**config.mk**
```make
export PLATFORM = sky130hd
export DESIGN_NAME = muxn_pipe
export DESIGN_NICKNAME = d
export VERILOG_FILES = /design/src/rtl/muxn_pipe.sv
export SDC_FILE = /design/constraint.sdc
export NUM_CORES = 1
export LEC_CHECK = 0
export ABC_CLOCK_PERIOD_IN_PS = 1900
export BUFFER_PORTS_ARGS = -buffer_cell sky130_fd_sc_hd__buf_4
export CAP_MARGIN = 10
export CORE_UTILIZATION = 41
export CTS_BUF_LIST = sky130_fd_sc_hd__clkbuf_4
export CTS_CLUSTER_SIZE = 12
export DETAILED_ROUTE_END_ITERATION = 6
export PLACE_DENSITY = 0.92
export SETUP_SLACK_MARGIN = 0.4
export SLEW_MARGIN = 20
export SYNTH_ARGS = -nofsm -noshare
export SYNTH_HDL_FRONTEND = slang
export SYNTH_SLANG_ARGS = --single-unit
```
**constraint.sdc**
```tcl
create_clock -name clk -period 1.9 [get_ports clk]
set_clock_uncertainty 0.1 [all_clocks]
set_input_delay 0.38 -clock clk [delete_from_list [all_inputs] [get_ports clk]]
set_output_delay 0.38 -clock clk [all_outputs]
set_load 0.01 [all_outputs]
```
**src/rtl/muxn_pipe.sv**
```systemverilog
// N-input, WIDTH-bit registered multiplexer with valid/ready on both sides.
// Define MUXN_PIPE_SKID_EN to add a skid register so that in_ready no longer depends on out_ready.
module muxn_pipe #(
  parameter int WIDTH  = 32,
  parameter int NUM_IN = 4,
  localparam int SEL_W = $clog2(NUM_IN)
) (
  input  logic                    clk,
  input  logic                    reset,
  input  logic                    in_valid,
  output logic                    in_ready,
  input  logic [SEL_W-1:0]        sel,
  input  logic [NUM_IN*WIDTH-1:0] data_in,
  output logic                    out_valid,
  input  logic                    out_ready,
  output logic [WIDTH-1:0]        data_out,
  output logic [SEL_W-1:0]        sel_out,
  output logic                    err
);

  // A beat is packed as {sel, err, data} so that one register carries everything it needs.
  localparam int BEAT_W = SEL_W + 1 + WIDTH;

  function automatic logic [WIDTH:0] select_input(
    input logic [SEL_W-1:0]        s,
    input logic [NUM_IN*WIDTH-1:0] d
  );
    logic [WIDTH:0] r;
    if (int'(s) < NUM_IN) begin
      r = {1'b0, d[int'(s)*WIDTH +: WIDTH]};
    end else begin
      r = {1'b1, {WIDTH{1'b0}}};
    end
    return r;
  endfunction

  logic [BEAT_W-1:0] in_beat_s;
  logic              accept_s;
  logic              xfer_s;
  logic              in_ready_s;

  logic [BEAT_W-1:0] out_beat_q, out_beat_d;
  logic              out_valid_q, out_valid_d;

  // Beat formed from the current inputs, and the two handshake events.
  always_comb begin
    in_beat_s = {sel, select_input(sel, data_in)};
    accept_s  = in_valid && in_ready_s;
    xfer_s    = out_valid_q && out_ready;
  end

`ifdef MUXN_PIPE_SKID_EN
  logic [BEAT_W-1:0] skid_beat_q, skid_beat_d;
  logic              skid_valid_q, skid_valid_d;

  // in_ready depends only on skid occupancy, which breaks the out_ready path.
  always_comb begin
    if (reset) begin
      in_ready_s = 1'b0;
    end else begin
      in_ready_s = !skid_valid_q;
    end
  end

  // Next state: drain the skid first, park a beat that arrives during a stall, otherwise load directly.
  always_comb begin
    out_beat_d   = out_beat_q;
    out_valid_d  = out_valid_q;
    skid_beat_d  = skid_beat_q;
    skid_valid_d = skid_valid_q;
    if (xfer_s && skid_valid_q) begin
      out_beat_d   = skid_beat_q;
      out_valid_d  = 1'b1;
      skid_valid_d = 1'b0;
    end else if (accept_s && out_valid_q && !out_ready) begin
      skid_beat_d  = in_beat_s;
      skid_valid_d = 1'b1;
    end else if (accept_s) begin
      out_beat_d  = in_beat_s;
      out_valid_d = 1'b1;
    end else if (xfer_s) begin
      out_valid_d = 1'b0;
    end else begin
      out_valid_d = out_valid_q;
    end
  end

  // Skid register with synchronous reset.
  always_ff @(posedge clk) begin
    if (reset) begin
      skid_beat_q  <= {BEAT_W{1'b0}};
      skid_valid_q <= 1'b0;
    end else begin
      skid_beat_q  <= skid_beat_d;
      skid_valid_q <= skid_valid_d;
    end
  end
`else
  // The output register may take a new beat when it is empty or is being emptied this cycle.
  always_comb begin
    if (reset) begin
      in_ready_s = 1'b0;
    end else begin
      in_ready_s = !out_valid_q || out_ready;
    end
  end

  // Next state: a new beat replaces the output register even while the old beat is transferring.
  always_comb begin
    out_beat_d  = out_beat_q;
    out_valid_d = out_valid_q;
    if (accept_s) begin
      out_beat_d  = in_beat_s;
      out_valid_d = 1'b1;
    end else if (xfer_s) begin
      out_valid_d = 1'b0;
    end else begin
      out_valid_d = out_valid_q;
    end
  end
`endif

  // Output register with synchronous reset.
  always_ff @(posedge clk) begin
    if (reset) begin
      out_beat_q  <= {BEAT_W{1'b0}};
      out_valid_q <= 1'b0;
    end else begin
      out_beat_q  <= out_beat_d;
      out_valid_q <= out_valid_d;
    end
  end

  // Unpack the output register onto the ports.
  always_comb begin
    in_ready  = in_ready_s;
    out_valid = out_valid_q;
    data_out  = out_beat_q[WIDTH-1:0];
    err       = out_beat_q[WIDTH];
    sel_out   = out_beat_q[BEAT_W-1:WIDTH+1];
  end

endmodule

```
==> reports/results.tsv, run 1 <==
metric	value	unit
result of the run	completed	
most common cell in the netlist	dfxtp_1	
total grt overflow	0	
RePlAce Congestion	0.805	
post-DR wirelength/cell	17.5	um
Max-Cap Viols	0	
top-level port count	171	
share of the synthesized area in the top cell type	0.315	
DIE AREA	5720	sq um
clk_lat worst skew	320	ps
drt first pass iters	4	
Netlist cell types	18	
warnings from Yosys	0	
kind of critical path	in -> reg	
via count	2233	
Placed Area	3510	sq um
PortBufs	169	
Inserted Diodes	0	
synthesized area	2220	sq um
fin. max-slew vios	0	
CTS tree	built	
Pwr Density	526	nW/um^2
Final Hold Fails	0	
Post-synth top cells	dfxtp_1 (35), and4_1 (32), a31o_1 (29), mux4_2 (29), clkbuf_1 (17)	
row cnt	26	
top post-synthesis cells by area	dfxtp_1 (32%), mux4_2 (29%), and4_1 (13%)	
depth of the CTS H-tree	2	
initial antenna violation count	0	
hold slack final	139	ps
WP data arrival	1590	ps
DR WL met2	3.83	mm
Final Total Pwr	1.90	mW
M1 wire length	2.59	mm
fraction of registers with async set/reset	0	
Critical Path Fanout Max	14	
Final Core Density	0.698	
post-DP HPWL	5.53	mm
DP Worst Slack	42.4	ps
core area	5170	sq um
layout cell share with drive strength beyond 1	0.673	
Avg Inst Size Synth	13.2	sq um
setup_tns	0	ps
hold depth	2	
Synth Flop Type	dfxtp_1	
Final Non-Filler Cells	400	
post-synthesis sequential area ratio	0.315	
cts hold-fix bufs	0	
routed vias/inst	5.58	
Root Buffer	clkbuf_4	
Final #Nets	463	
#FFs+latches synth	35	
gr usage total	0.238	
CP endpoint kind	flip-flop	
Initial Utilization	0.430	
crit path time final	1460	ps
DR iter-0 viols	67	
final cycle utilization of the critical path	0.769	
Reg2Reg Depth	5	
worst path required time	2030	ps
# DRC	0	
first-pass GRT wire length	10.0	mm
setup ws final	439	ps
final wirelength	7.01	mm
Post-Synthesis Cells	168	
DIE WIDTH	75.6	um
clock tree buffer depth	2	
vias in the first global route	2226	
Syn-to-layout area delta	62.4	%
final std cell area, no fill	3610	sq um
die height	75.6	um
Post-DRT Antenna Nets	0	
Placed Cells	390	
syn_nets	302	
setup violators final	0	
Yosys top cell by area	dfxtp_1	
largest net degree at the start of global routing	35	
RSZ-0062 raised after global routing	yes	
met3 routed WL	474	um
highest metal used	met4	
CTS sink cnt	35	
max frequency	685	MHz
Inserted Clock Buffers	5	
startpoint types	input pin	
Pleak	1.66	nW
Clock transition at path regs	110	ps
HP Class	in -> reg	
number of synthesized flops with an enable pin	0	
maximum VDD drop	0.304	mV
==> worst paths after layout <==
check | startpoint | end | slack (ps)
worst min-delay path | reset | out_valid | 140
worst max register to register | out_valid | out_beat_q[13] | 450
worst min register to register | out_beat_q[11] | out_beat_q[11] | 390
worst max-delay path | sel[0] | out_beat_q[1] | 440
==> sequential cells by signal, indices dropped and copies added, names as in the netlist <==
signal and flops:
out_beat_q 34, out_valid 1
==> cells in the final DEF (no fill, tap or decap), types with 3 or more instances in the layout <==
cell and count:
a31o_1 29, a31o_2 3, and4_1 32, buf_4 174, clkbuf_4 6, clkinv_1 3
dfxtp_1 34, mux4_1 3, mux4_2 29
==> critical path, cell delays in order <==
cell and delay, ps:
buf_6 130, buf_12 170, mux4_2 500, and4_1 220, a31o_1 180
==> where the power goes <==
part / leakage, nW / internal [mW] / switching (mW)
sequential: 0.289 / 0.800 / 0.0340
clock: 0.0307 / 0.152 / 0.243
combinational: 1.34 / 0.441 / 0.229
total: 1.66 / 1.39 / 0.506
==> kinds of logic after synthesis <==
family | after synthesis | synth area share
and+or+nand+nor | 40 | 0.145
muxes | 34 | 0.340
other | 1 | 0.00169
AOI/OAI and AO/OA | 32 | 0.126
buffers and inverters | 26 | 0.0726
DFF | 35 | 0.315
==> area by class of cell <==
cell class / count / area (sq um)
multi-input cells: 107 / 1370
repair buffers: 179 / 1390
fillers: 386 / 1560
inverters: 1 / 3.75
clock inverters: 2 / 7.51
clock buffers: 6 / 45.0
well taps: 70 / 87.6
flip-flops and latches: 35 / 702
==> timing repair <==
item / 4_1_cts / 5_1_grt
endpoints found under the setup margin: 1 / 13
resized for setup: 3 / 3
gates cloned: 0 / 1
buffers inserted: 1 / 0
pin swaps: 1 / 1
==> layer usage <==
| layer | track usage | vias up |
|---|---|---|
| li1 | - | 1033 |
| met1 | 0.255 | 1087 |
| met2 | 0.453 | 103 |
| met3 | 0.0503 | 10 |
| met4 | 0.0926 | 0 |
| met5 | 0 | - |
Power figures use the tool's default switching activity.
==> run 2: changes to the inputs <==
Settings changed: ABC_AREA from default to 1, ABC_CLOCK_PERIOD_IN_PS 1900 to 1300, CORE_UTILIZATION 41 to 38, PLACE_DENSITY 0.92 to 0.89.
Clock period 1.9 ns to 1.3 ns, I/O delays scaled along.
==> run 2 against run 1 <==
Effect of this change:
- the run now ends with setup timing left
- highest routed layer unchanged
- register-to-register slack lost 520 ps
- total power rose by 64%
- area after synthesis increased by 3.3%
- critical endpoint is now out_beat_q[29]
- clock power rose by 48%
==> reports/results.tsv, run 2 <==
metric	value	unit
result of the run	finished, violations left	
failing checks	setup timing	
depth of the CTS H-tree	2	
commonest non-fill, non-tap cell in the layout	nand2_1	
Critical Path Fanout Max	8	
Synth Area in Compound Gates	0.00654	
Initial Utilization	0.405	
total grt overflow	0	
setup violators final	33	
Avg Inst Size Synth	6.21	sq um
RePlAce Congestion	0.798	
DP Worst Slack	-37.8	ps
die height	79.7	um
Pwr Density	720	nW/um^2
HP Class	in -> reg	
Synth Area in Adders	0	
clock tree buffer depth	2	
post-synthesis xor/xnor area fraction	0	
hold slack final	141	ps
Crit-path slowest cell	dfxtp_4	
Max-Cap Viols	0	
DR iter-0 viols	185	
crit-path most repeated cell	buf_6	
logic gate share of total power	0.407	
Placed Cells	588	
initial antenna violation count	0	
Post-Synthesis Cells	370	
maximum VDD drop	0.411	mV
PortBufs	169	
largest family of logic cells by synthesized area	simple AND/OR/NAND/NOR gates	
first-pass GRT wire length	14.6	mm
routed vias/inst	5.16	
Pleak	2.19	nW
max frequency	729	MHz
fraction of registers with async set/reset	0	
crit-path cells	nand2_8 > nand2_4 > buf_6 > nor2_4 > buf_6 > buf_12 > nand3_2 > nand2_1	
CTS tree	built	
Inserted Diodes	0	
mux cell area share after synthesis	0	
Inserted Clock Buffers	5	
Post-synth top cells	nand2_1 (160), nand3_1 (130), dfxtp_1 (35), buf_6 (16), buf_2 (11)	
crit-path max cell delay	380	ps
startpoint types	flip-flop	
Internal	2.11	mW
Root Buffer	clkbuf_4	
setup_tns	-1770	ps
Post-Synth Simple-Gate Area	0.565	
vias in the first global route	3125	
Syn-to-layout area delta	88.1	%
post-DP HPWL	5.91	mm
top post-synthesis cells by area	dfxtp_1 (31%), nand3_1 (28%), nand2_1 (26%)	
fin. max-slew vios	0	
CP endpoint kind	flip-flop	
switching part of the total power	0.321	
final wirelength	9.81	mm
drt first pass iters	4	
#FFs+latches synth	35	
Placed Area	3520	sq um
crit path time final	1370	ps
synthesized area	2300	sq um
largest net degree at the start of global routing	66	
commonest non-fill, non-tap cells in the layout	nand2_1 (159), buf_4 (152), nand3_1 (99)	
fillers	428	
clock network power share	0.188	
Post-DRT Antenna Nets	0	
layout cell share with drive strength beyond 1	0.523	
Netlist cell types	17	
Sequential Power Share	0.405	
DIE AREA	6360	sq um
core area	5680	sq um
syn_nets	504	
Yosys top cell by area	dfxtp_1	
Synth Flop Type	dfxtp_1	
WP data arrival	1550	ps
share of the synthesized area in the top cell type	0.305	
Final Total Pwr	3.11	mW
via count	3233	
RSZ-0062 raised after global routing	yes	
kind of critical path	reg -> reg	
Final Core Density	0.761	
setup ws final	-71.2	ps
post-DR wirelength/cell	15.6	um
# DRC	0	
max reg flops	34	
row cnt	27	
Final Non-Filler Cells	627	
largest reg by FF count	out_beat_q	
Final #Nets	688	
most common cell in the netlist	nand2_1	
Clock transition at path regs	110	ps
number of synthesized flops with an enable pin	0	
CTS sink cnt	35	
DIE WIDTH	79.7	um
final std cell area, no fill	4320	sq um
Psw	999	uW
final cycle utilization of the critical path	1.05	
gr usage total	0.301	
post-synthesis sequential area ratio	0.305	
top-level port count	171	
clk_lat worst skew	340	ps
warnings from Yosys	0	
Final Hold Fails	0	
worst path required time	1480	ps
run 2: power groups by stage:
stage,combinational (mW),clock (mW),sequential [mW]
floorplan,0.423,0,1.29
global placement,0.951,0,1.24
detailed placement,0.972,0,1.25
CTS,1.20,0.587,1.26
global route,1.36,0.646,1.27
finish,1.26,0.585,1.26
run 2: worst max-delay path, delay by kind of cell (launching register included):
family,cells,cell delay [ps]
flip-flops,1,380
AND/OR/NAND/NOR,5,430
buffers and inverters,3,380
run 2: repair_timing:
item / 4_1_cts / 5_1_grt
hold buffers: 1 / 0
cloned: 9 / 0
resized for setup: 103 / 21
pin swaps: 7 / 10
setup endpoints to repair: 70 / 71
buffers inserted: 18 / 3
hold endpoints to repair: 1 / 0
run 2: logic make-up (layout without fill, tap and decap cells):
logic type / count (synthesis) / in the layout
buf+inv: 37 / 216
simple gates: 294 / 300
compound gates: 3 / 3
flops: 35 / 35
other cells: 1 / 1
run 2: metal layers:
metal / share of wire / vias up / global-route usage
met3: 0.078 / 24 / 0.0891
met4: 0.022 / 0 / 0.113
met1: 0.38 / 1454 / 0.327
li1: - / 1600 / -
met2: 0.52 / 155 / 0.547
met5: 0 / - / 0
run 2: path summary, 6_finish.rpt:
kind	cells past startpoint	start	end	slack (ps)
worst max-delay path	8	out_valid	out_beat_q[29]	-70
worst min-delay path	5	data_in[76]	out_beat_q[12]	140
worst max register to register	8	out_valid	out_beat_q[29]	-70
worst min register to register	2	out_beat_q[13]	out_beat_q[13]	380
run 2: area by class of cell:
class	count	area [sq um]	share of cell area
Sequential cell	35	747	0.173
Clock buffer	6	45.0	0.0104
Clock inverter	2	7.51	0.00174
Multi-Input combinational cell	304	1600	0.371
Inverter	6	37.5	0.00869
Tap cell	72	90.1	0.0209
Timing Repair Buffer	202	1790	0.415
==> run 3: changes to the inputs <==
Settings changed: CTS_CLUSTER_SIZE 12 to 14, GPL_TIMING_DRIVEN from default to 0, SKIP_LAST_GASP from default to 1.
==> run 3 against run 2 <==
Effect of this change:
- worst hold slack worse by 14 ps
- sequential share of layout area hardly changed
- cell count is 1.3% higher
- largest power group unchanged
- combinational power hardly changed
- the flow still finishes with violations (setup timing)
- total power is 13% higher
- largest cell class unchanged
- sequential power hardly changed
- wire length is 0.82% lower
- clock-buffer cell count is 1 lower
- critical path depth is 4 lower
- first-iteration DRC count is 20% higher
- core utilization is 0.29 points lower
==> reports/results.tsv, run 3 (same netlist as run 2, synthesis figures left out) <==
metric	value	unit
result of the run	finished, violations left	
failing checks	setup timing	
first-pass GRT wire length	14.3	mm
DR iter-0 viols	222	
die height	79.7	um
worst path required time	940	ps
Pwr Density	817	nW/um^2
RePlAce Congestion	0.893	
WP data arrival	960	ps
post-DP HPWL	6.76	mm
CTS tree	built	
depth of the CTS H-tree	2	
top-level port count	171	
Max-Cap Viols	0	
crit-path max cell delay	370	ps
DIE AREA	6360	sq um
final std cell area, no fill	4300	sq um
total grt overflow	0	
Inserted Diodes	0	
RSZ-0062 raised after global routing	yes	
Initial Utilization	0.405	
Critical Path Fanout Max	2	
post-DR wirelength/cell	15.3	um
HP Class	in -> reg	
commonest non-fill, non-tap cells in the layout	nand2_1 (157), buf_4 (149), nand3_1 (103)	
Final Hold Fails	0	
FF-to-FF Start	out_valid	
initial antenna violation count	0	
drt first pass iters	5	
gr usage total	0.293	
max reg flops	34	
crit-path cells	nand2_4 > nand2_4 > inv_2 > buf_6	
crit path time final	1320	ps
crit-path most repeated cell	nand2_4	
layout cell share with drive strength beyond 1	0.520	
Inserted Clock Buffers	5	
clk_lat worst skew	340	ps
startpoint types	flip-flop	
Post-DRT Antenna Nets	0	
Worst Min Path Start	data_in[19]	
Reg2Reg Depth	8	
setup ws final	-23.0	ps
maximum VDD drop	0.479	mV
kind of critical path	reg -> out	
R2R Setup Slk	-10	ps
vias in the first global route	3121	
Crit-path slowest cell	dfxtp_2	
CP Depth	4	
setup violators final	2	
PortBufs	168	
CTS sink cnt	35	
commonest non-fill, non-tap cell in the layout	nand2_1	
fillers	434	
hold slack final	127	ps
Final #Nets	696	
final wirelength	9.73	mm
Clock transition at path regs	130	ps
row cnt	27	
# DRC	0	
core area	5680	sq um
fin. max-slew vios	0	
Placed Area	3690	sq um
largest net degree at the start of global routing	13	
Critical Path Start	out_valid	
worst setup path end	in_ready	
DIE WIDTH	79.7	um
CP endpoint kind	output pin	
Pleak	2.23	nW
clock tree buffer depth	2	
via count	3370	
max frequency	756	MHz
Root Buffer	clkbuf_4	
largest reg by FF count	out_beat_q	
cell family with most CP delay	flip-flops	
final cycle utilization of the critical path	1.02	
routed vias/inst	5.31	
Syn-to-layout area delta	87.4	%
reg2reg end	out_beat_q[23]	
worst path bufs/invs	2	
## run 3: changes by cell type in the layout (fill, tap and decap cells not counted), sizes merged
cell,previous run,this run
clkinvlp,0,1
buf,201,212
clkinv,2,0
nand3,137,131
clkbuf,6,8
bufinv,0,2
## run 3: worst min path at each step
| stage | end | slack [ps] | cells after the start |
|---|---|---|---|
| after detailed placement | out_valid | 360 | 2 |
| final | out_beat_q[19] | 130 | 5 |
| after global placement | out_valid | 340 | 2 |
| after global routing | out_beat_q[19] | 130 | 5 |
| after CTS | out_beat_q[19] | 120 | 5 |
| after floorplan | out_valid | 220 | 1 |
## run 3: power breakdown
| group | internal (mW) | total (mW) | switching, mW | leakage [nW] |
|---|---|---|---|---|
| logic | 0.696 | 1.24 | 0.547 | 1.87 |
| registers | 1.19 | 1.26 | 0.0712 | 0.301 |
| clock network | 0.598 | 1.01 | 0.413 | 0.0514 |
## run 3: through the flow
step | setup TNS [ps] | cells | worst slack [ps] | util | power [mW]
5_1_grt | -529 | 635 | -78.1 | 0.758 | 3.66
2_1_floorplan | 0 | 370 | 275 | - | 1.71
3_3_place_gp | 0 | 610 | 50.7 | 0.650 | 2.26
6_report | -33.5 | 635 | -23.0 | 0.758 | 3.51
3_5_place_dp | 0 | 610 | 38.0 | 0.650 | 2.28
4_1_cts | -41.6 | 631 | -41.6 | 0.743 | 3.45
## run 3: area by class of cell
cell class              count  area, sq um  area share
plain buffers              31          292      0.0678
clock buffers               5         37.5     0.00873
clock inverters             3         67.6      0.0157
inverters                   6         37.5     0.00873
multi-input cells         298         1470       0.342
flip-flops and latches     35          744       0.173
well taps                  72         90.1      0.0209
repair buffers            185         1560       0.363
## run 3: what timing repair did
item	CTS	global route
resized for setup	103	12
cloned	3	0
pin swaps	8	6
endpoints found under the hold margin	1	0
buffers inserted	9	4
hold buffers	1	0
endpoints found under the setup margin	70	70
## run 3: routing by layer
metal / vias to the layer above / routed length, um / global-route usage
met5: - / 0 / 0
met4: 0 / 260 / 0.123
met3: 33 / 851 / 0.0777
met2: 211 / 4950 / 0.533
met1: 1528 / 3670 / 0.318
li1: 1598 / - / -
## run 3: tightest hold or removal path, delay by kind of cell
kind,cells,cell delay [ps]
buffers and inverters,1,70
AND/OR/NAND/NOR,4,220
